**src/rtl/param_systolic_conv_engine_if.sv**
```systemverilog
// Result stream bundle for the convolution engine.
// Master drives valid/data/row/col; slave returns ready.
interface param_systolic_conv_engine_if #(
    parameter int OUT_W = 8,
    parameter int IDX_W = 1
);
    logic             valid;
    logic             ready;
    logic [OUT_W-1:0] data;
    logic [IDX_W-1:0] row;
    logic [IDX_W-1:0] col;

    modport master (
        output valid, data, row, col,
        input  ready
    );

    modport slave (
        input  valid, data, row, col,
        output ready
    );
endinterface

```
**src/rtl/param_systolic_conv_engine.sv**
```systemverilog
// Parametrised K x K valid convolution over an IN_DIM tile.
// One row of OUT_DIM MAC lanes is stepped over the filter taps.
module param_systolic_conv_engine #(
    parameter int DATA_W = 8,
    parameter int OUT_W  = 8,
    parameter int IN_DIM = 4,
    parameter int K      = 3,
    parameter int SAT    = 1,
    localparam int AW =
        (IN_DIM * IN_DIM > 1) ? $clog2(IN_DIM * IN_DIM) : 1,
    localparam int IW =
        (IN_DIM - K + 1 > 1) ? $clog2(IN_DIM - K + 1) : 1
) (
    input  logic              clk_in,
    input  logic              rst,
    input  logic              ld_en,
    input  logic              ld_sel,
    input  logic [AW-1:0]     ld_addr,
    input  logic [DATA_W-1:0] ld_data,
    input  logic              start,
    output logic              busy,
    output logic              done,
    output logic              ovf,
    param_systolic_conv_engine_if.master out
);
    localparam int OUT_DIM = IN_DIM - K + 1;
    localparam int NT      = K * K;
    localparam int ACC_W   = 2 * DATA_W + $clog2(NT);
    localparam int TW      = (NT > 1) ? $clog2(NT) : 1;
    localparam int KW      = (K > 1) ? $clog2(K) : 1;
    localparam int EW      = ACC_W + OUT_W;

    typedef enum logic [1:0] {
        IDLE, COMPUTE, DRAIN, FINISH
    } state_t;

    state_t state;

    logic [DATA_W-1:0] in_mem  [IN_DIM*IN_DIM];
    logic [DATA_W-1:0] flt_mem [NT];
    logic [ACC_W-1:0]  acc     [OUT_DIM];
    logic [ACC_W-1:0]  acc_nxt [OUT_DIM];

    logic [TW-1:0] t;
    logic [KW-1:0] kr;
    logic [KW-1:0] kc;
    logic [IW-1:0] r;
    logic [IW-1:0] lane;
    logic [IW-1:0] nlane;

    assign nlane = lane + 1'b1;

    function automatic logic [OUT_W-1:0] cvt(
        input logic [ACC_W-1:0] a
    );
        logic [EW-1:0] e;
        e = EW'(a);
        if (SAT != 0 && (e >> OUT_W) != '0)
            return '1;
        return e[OUT_W-1:0];
    endfunction

    function automatic logic big(
        input logic [ACC_W-1:0] a
    );
        return (EW'(a) >> OUT_W) != '0;
    endfunction

    // Memories carry no reset; they are only written while idle.
    always_ff @(posedge clk_in) begin
        if (ld_en && state == IDLE) begin
            if (!ld_sel)
                in_mem[ld_addr] <= ld_data;
            else if (int'(ld_addr) < NT)
                flt_mem[TW'(ld_addr)] <= ld_data;
        end
    end

    always_comb begin
        for (int j = 0; j < OUT_DIM; j++) begin
            acc_nxt[j] = acc[j]
                + ACC_W'(in_mem[AW'((int'(r) + int'(kr))
                    * IN_DIM + j + int'(kc))])
                * ACC_W'(flt_mem[t]);
        end
    end

    always_ff @(posedge clk_in or negedge rst) begin
        if (!rst) begin
            state     <= IDLE;
            busy      <= 1'b0;
            done      <= 1'b0;
            ovf       <= 1'b0;
            out.valid <= 1'b0;
            out.data  <= '0;
            out.row   <= '0;
            out.col   <= '0;
            t         <= '0;
            kr        <= '0;
            kc        <= '0;
            r         <= '0;
            lane      <= '0;
            for (int j = 0; j < OUT_DIM; j++)
                acc[j] <= '0;
        end else begin
            done <= 1'b0;
            unique case (state)
                IDLE: begin
                    if (start) begin
                        state <= COMPUTE;
                        busy  <= 1'b1;
                        ovf   <= 1'b0;
                        r     <= '0;
                        t     <= '0;
                        kr    <= '0;
                        kc    <= '0;
                        for (int j = 0; j < OUT_DIM; j++)
                            acc[j] <= '0;
                    end
                end
                COMPUTE: begin
                    for (int j = 0; j < OUT_DIM; j++)
                        acc[j] <= acc_nxt[j];
                    // Lane 0 is presented on the same edge as the last tap.
                    if (t == TW'(NT - 1)) begin
                        state     <= DRAIN;
                        t         <= '0;
                        kr        <= '0;
                        kc        <= '0;
                        lane      <= '0;
                        out.valid <= 1'b1;
                        out.data  <= cvt(acc_nxt[0]);
                        out.row   <= r;
                        out.col   <= '0;
                        if (big(acc_nxt[0]))
                            ovf <= 1'b1;
                    end else begin
                        t <= t + 1'b1;
                        if (kc == KW'(K - 1)) begin
                            kc <= '0;
                            kr <= kr + 1'b1;
                        end else begin
                            kc <= kc + 1'b1;
                        end
                    end
                end
                DRAIN: begin
                    if (out.ready) begin
                        if (lane == IW'(OUT_DIM - 1)) begin
                            out.valid <= 1'b0;
                            for (int j = 0; j < OUT_DIM; j++)
                                acc[j] <= '0;
                            if (r == IW'(OUT_DIM - 1)) begin
                                state <= FINISH;
                            end else begin
                                r     <= r + 1'b1;
                                state <= COMPUTE;
                            end
                        end else begin
                            lane     <= nlane;
                            out.col  <= nlane;
                            out.data <= cvt(acc[nlane]);
                            if (big(acc[nlane]))
                                ovf <= 1'b1;
                        end
                    end
                end
                FINISH: begin
                    done  <= 1'b1;
                    busy  <= 1'b0;
                    state <= IDLE;
                end
                default: state <= IDLE;
            endcase
        end
    end
endmodule

```
**src/flat_wrapper.sv**
```systemverilog
// flat-port wrapper written by rule: the top's interface ports become plain ports
module param_systolic_conv_engine_flat 
#(
    parameter int DATA_W = 8,
    parameter int OUT_W  = 8,
    parameter int IN_DIM = 4,
    parameter int K      = 3,
    parameter int SAT    = 1,
    localparam int AW =
        (IN_DIM * IN_DIM > 1) ? $clog2(IN_DIM * IN_DIM) : 1,
    localparam int IW =
        (IN_DIM - K + 1 > 1) ? $clog2(IN_DIM - K + 1) : 1
)
  (clk_in, rst, ld_en, ld_sel, ld_addr, ld_data, start, busy, done, ovf, out_valid, out_data, out_row, out_col, out_ready);
  param_systolic_conv_engine_if #(.OUT_W(OUT_W), .IDX_W(1)) out_i ();
  input  logic clk_in;
  input  logic rst;
  input  logic ld_en;
  input  logic ld_sel;
  input  logic [AW-1:0] ld_addr;
  input  logic [DATA_W-1:0] ld_data;
  input  logic start;
  output logic busy;
  output logic done;
  output logic ovf;
  output wire logic [$bits(out_i.valid)-1:0] out_valid;
  output wire logic [$bits(out_i.data)-1:0] out_data;
  output wire logic [$bits(out_i.row)-1:0] out_row;
  output wire logic [$bits(out_i.col)-1:0] out_col;
  input wire logic [$bits(out_i.ready)-1:0] out_ready;
  assign out_valid = out_i.valid;
  assign out_data = out_i.data;
  assign out_row = out_i.row;
  assign out_col = out_i.col;
  assign out_i.ready = out_ready;
  param_systolic_conv_engine #(.DATA_W(DATA_W), .OUT_W(OUT_W), .IN_DIM(IN_DIM), .K(K), .SAT(SAT)) u_core (.clk_in(clk_in), .rst(rst), .ld_en(ld_en), .ld_sel(ld_sel), .ld_addr(ld_addr), .ld_data(ld_data), .start(start), .busy(busy), .done(done), .ovf(ovf), .out(out_i));
endmodule
```
**config.mk**
```make
export PLATFORM = sky130hd
export DESIGN_NAME = param_systolic_conv_engine_flat
export DESIGN_NICKNAME = d
export VERILOG_FILES = /design/src/rtl/param_systolic_conv_engine_if.sv /design/src/rtl/param_systolic_conv_engine.sv /design/src/flat_wrapper.sv
export SDC_FILE = /design/constraint.sdc
export NUM_CORES = 1
export LEC_CHECK = 0
export CAP_MARGIN = 10
export CORE_MARGIN = 5
export CORE_UTILIZATION = 55
export DETAILED_ROUTE_END_ITERATION = 6
export PLACE_DENSITY_LB_ADDON = 0.12
export SYNTH_ARGS = -nofsm -noshare
export SYNTH_HDL_FRONTEND = slang
export SYNTH_SLANG_ARGS = --single-unit
```
**constraint.sdc**
```tcl
create_clock -name clk_in -period 9 [get_ports clk_in]
set_input_delay 1.35 -clock clk_in [delete_from_list [all_inputs] [get_ports clk_in]]
set_output_delay 1.35 -clock clk_in [all_outputs]
set_load 0.01 [all_outputs]
```
==> run summary <==
most used standard cells in the synthesized netlist: 200 x edfxtp_1, 172 x inv_1, 134 x nand2_1
Wirelength per Cell: 22.5 um
Vert. Die Dim: 187 um
share of the synthesized area in the top cell type: 0.349
mapped cell area: 0.0172 sq mm
worst reg-to-reg path cell count: 23
endpoint with the worst hold slack: u_core.acc[24]$_DFFE_PN0P_
class of the tightest hold or removal check: flip-flop to flip-flop
Detailed Routing Iterations Pass 1: 5
number of placed instances, taps included: 1814
last weighted congestion value of the routability-driven placer: 0.909
final setup violation count: 0
max-capacitance violation count: 0
Finished Layout Cells: 1867
Data required, critical path: 9.43 ns
residual antenna-violating net count after detailed routing: 0
startpoint types: flip-flop
detailed-route DRC error count: 0
unrepaired setup endpoints after global routing: false
count of routing violations after the opening detailed-route iteration: 917
via count of the routed design: 11100
kind of critical path: flip-flop to flip-flop
synthesized area per cell: 12.1 sq um
number of H-tree levels: 1
via-per-instance ratio: 5.97
buffer depth of the longest clock path: 3
worst-case clock skew: 0.0200 ns
Synth Instances: 1422
number of antenna diodes: 0
clock sink count: 266
highest attainable clock frequency: 130 MHz
hold_buf cts: 0
Worst R2R Start: u_core.kc[0]$_DFFE_PN0P_
maximum number of pins on one net before global-route repair: 67
data arrival time of the critical path: 8.14 ns
setup_tns: 0 ns
Worst setup EP type: flip-flop
global route total overflow: 0
worst hold path depth: 2
first-pass GRT wire length: 66900 um
area growth from synthesis to final layout: 9.81%
number of antenna violations at the first check in global routing: 0
Buffers on Ports: 31
latest clock arrival within the worst-skew pair: 0.55 ns
root buffer cell: clkbuf_16
clock transition at the registers of the reported paths: 0.06 ns
synthesized netlist net count: 1633
width of the chip: 187 um
worst setup slack for register-to-register paths: 1.28 ns
yosys warns: 0
Final Hold Viols: 0
Distinct cells, synth: 62
capture point of the worst reg-to-reg path: u_core.ovf$_DFFE_PN0P_
Inserted Clock Buffers: 29
final critical-path required period: 7.72 ns
final critical-path share of the clock period: 0.857
global-route usage over all layers: 0.244
flop and latch count out of synthesis: 266
top cell type by total area after synthesis: edfxtp_1
routed wire length: 42100 um
Seq/Total Area, Yosys: 0.444
total core area: 0.0307 sq mm
Die Outline Area: 0.0350 sq mm
dominant register cell in the synthesized netlist: edfxtp_1
fraction of registers with async set or reset after synthesis: 0.248
setup bufs post-CTS: 0
maximum net fanout on the critical path: 43
post-cts sizing count: 0
Max Slew Vio Count: 0
share of layout cells above drive strength 1: 0.120
Initial Util: 0.560
Worst slew margin: 0.123
dominant cell by count in the synthesized netlist: edfxtp_1
leading post-synthesis cells by cell area: edfxtp_1 35%, fa_1 12%, mux4_2 12%, dfrtp_1 9.6%, ha_1 6.8%
actual transition at the worst max-transition pin: 1.31 ns
number of enable flip-flop cells after synthesis: 200
status: finished, final reports clean
cell row count: 64
# nets final: 1661
I/O Pins: 32
detailed-placement wirelength estimate: 30800 um
CTS tree: yes
via count of the first global-routing pass: 11900
start point of the worst min-delay path: u_core.acc[24]$_DFFE_PN0P_
==> kinds of logic after synthesis <==
logic type	after synthesis	share of synthesized area
mux	106	0.126
xor+xnor	27	0.0137
buf+inv	231	0.0517
fa+ha+maj	193	0.184
flops	266	0.444
compound gates	203	0.0720
simple gates	396	0.108
==> layout by cell type, fill, tap and decap left out, types with 29 or more instances in the layout <==
master	instances
ha_1	93
a21oi_1	50
edfxtp_1	200
mux4_2	88
o21ai_0	56
nand2_1	134
inv_1	172
nand3_1	30
nand2b_1	41
nor2_1	89
dfrtp_1	65
clkbuf_16	29
clkdlybuf4s50_1	30
fa_1	100
==> layer usage <==
| metal | routed length (um) | vias to the layer above | GRT usage |
|---|---|---|---|
| li1 | - | 5095 | - |
| met1 | 17300 | 5619 | 0.321 |
| met2 | 20800 | 358 | 0.420 |
| met3 | 2640 | 74 | 0.0399 |
| met4 | 1350 | 0 | 0.0765 |
| met5 | 0 | - | 0 |
==> worst max-delay path: stages, from the launching register on <==
cell	delay, ns
dfrtp_4	0.93
buf_4	0.55
mux4_2	0.56
nand2_1	0.08
nand2_1	0.04
o21ai_1	0.49
nor2_1	0.14
fa_1	0.56
inv_1	0.05
fa_1	0.53
inv_1	0.05
fa_1	0.47
inv_1	0.05
fa_1	0.47
inv_1	0.04
ha_1	0.35
o211ai_2	0.10
a21oi_1	0.11
or4_1	0.52
a221o_1	0.30
nor4_1	0.30
and4_1	0.48
a31oi_1	0.15
a211o_1	0.25
==> worst max-delay path by stage <==
stage,start,endpoint,slack [ns],depth (start not counted)
2_1_floorplan,u_core.kc[0]$_DFFE_PN0P_,u_core.acc[17]$_DFFE_PN0P_,2.30,25
3_3_place_gp,u_core.kc[0]$_DFFE_PN0P_,u_core.ovf$_DFFE_PN0P_,1.38,22
3_5_place_dp,u_core.kc[0]$_DFFE_PN0P_,u_core.ovf$_DFFE_PN0P_,1.22,22
4_1_cts,u_core.kc[0]$_DFFE_PN0P_,u_core.ovf$_DFFE_PN0P_,1.21,22
5_1_grt,u_core.kc[0]$_DFFE_PN0P_,u_core.ovf$_DFFE_PN0P_,0.66,21
6_report,u_core.kc[0]$_DFFE_PN0P_,u_core.ovf$_DFFE_PN0P_,1.28,23
==> layout make-up <==
cell class,instances,area [sq um]
clock inverter,18,176
multi-input combinational,925,8700
sequential,266,7660
clock buffer,34,744
inverter,172,646
timing repair buffer,56,493
tap,396,495
fill,2461,11800
==> flip-flops by register name, summed over array words and instances, names as in the netlist <==
signal / flops
u_core.in_mem: 128
u_core.r: 1
u_core.out.row: 1
u_core.t: 4
u_core.kc: 2
u_core.busy: 1
u_core.ovf: 1
u_core.flt_mem: 72
u_core.out.col: 1
u_core.done: 1
u_core.lane: 1
u_core.out.valid: 1
u_core.kr: 2
u_core.out.data: 8
u_core.state: 2
u_core.acc: 40
==> stage by stage <==
| step | util | area [sq um] | setup slack [ns] | hold slack [ns] |
|---|---|---|---|---|
| 2_1_floorplan | - | 17200 | 2.30 | 0.449 |
| 3_3_place_gp | 0.585 | 18000 | 1.38 | 0.462 |
| 3_5_place_dp | 0.585 | 18000 | 1.22 | 0.472 |
| 4_1_cts | 0.615 | 18900 | 1.21 | 0.487 |
| 5_1_grt | 0.615 | 18900 | 0.660 | 0.536 |
| 6_report | 0.615 | 18900 | 1.28 | 0.486 |
Power is left out: the tool's default activity adds up to more than one toggle a clock period on the data nets, which glitch-free logic cannot reach.
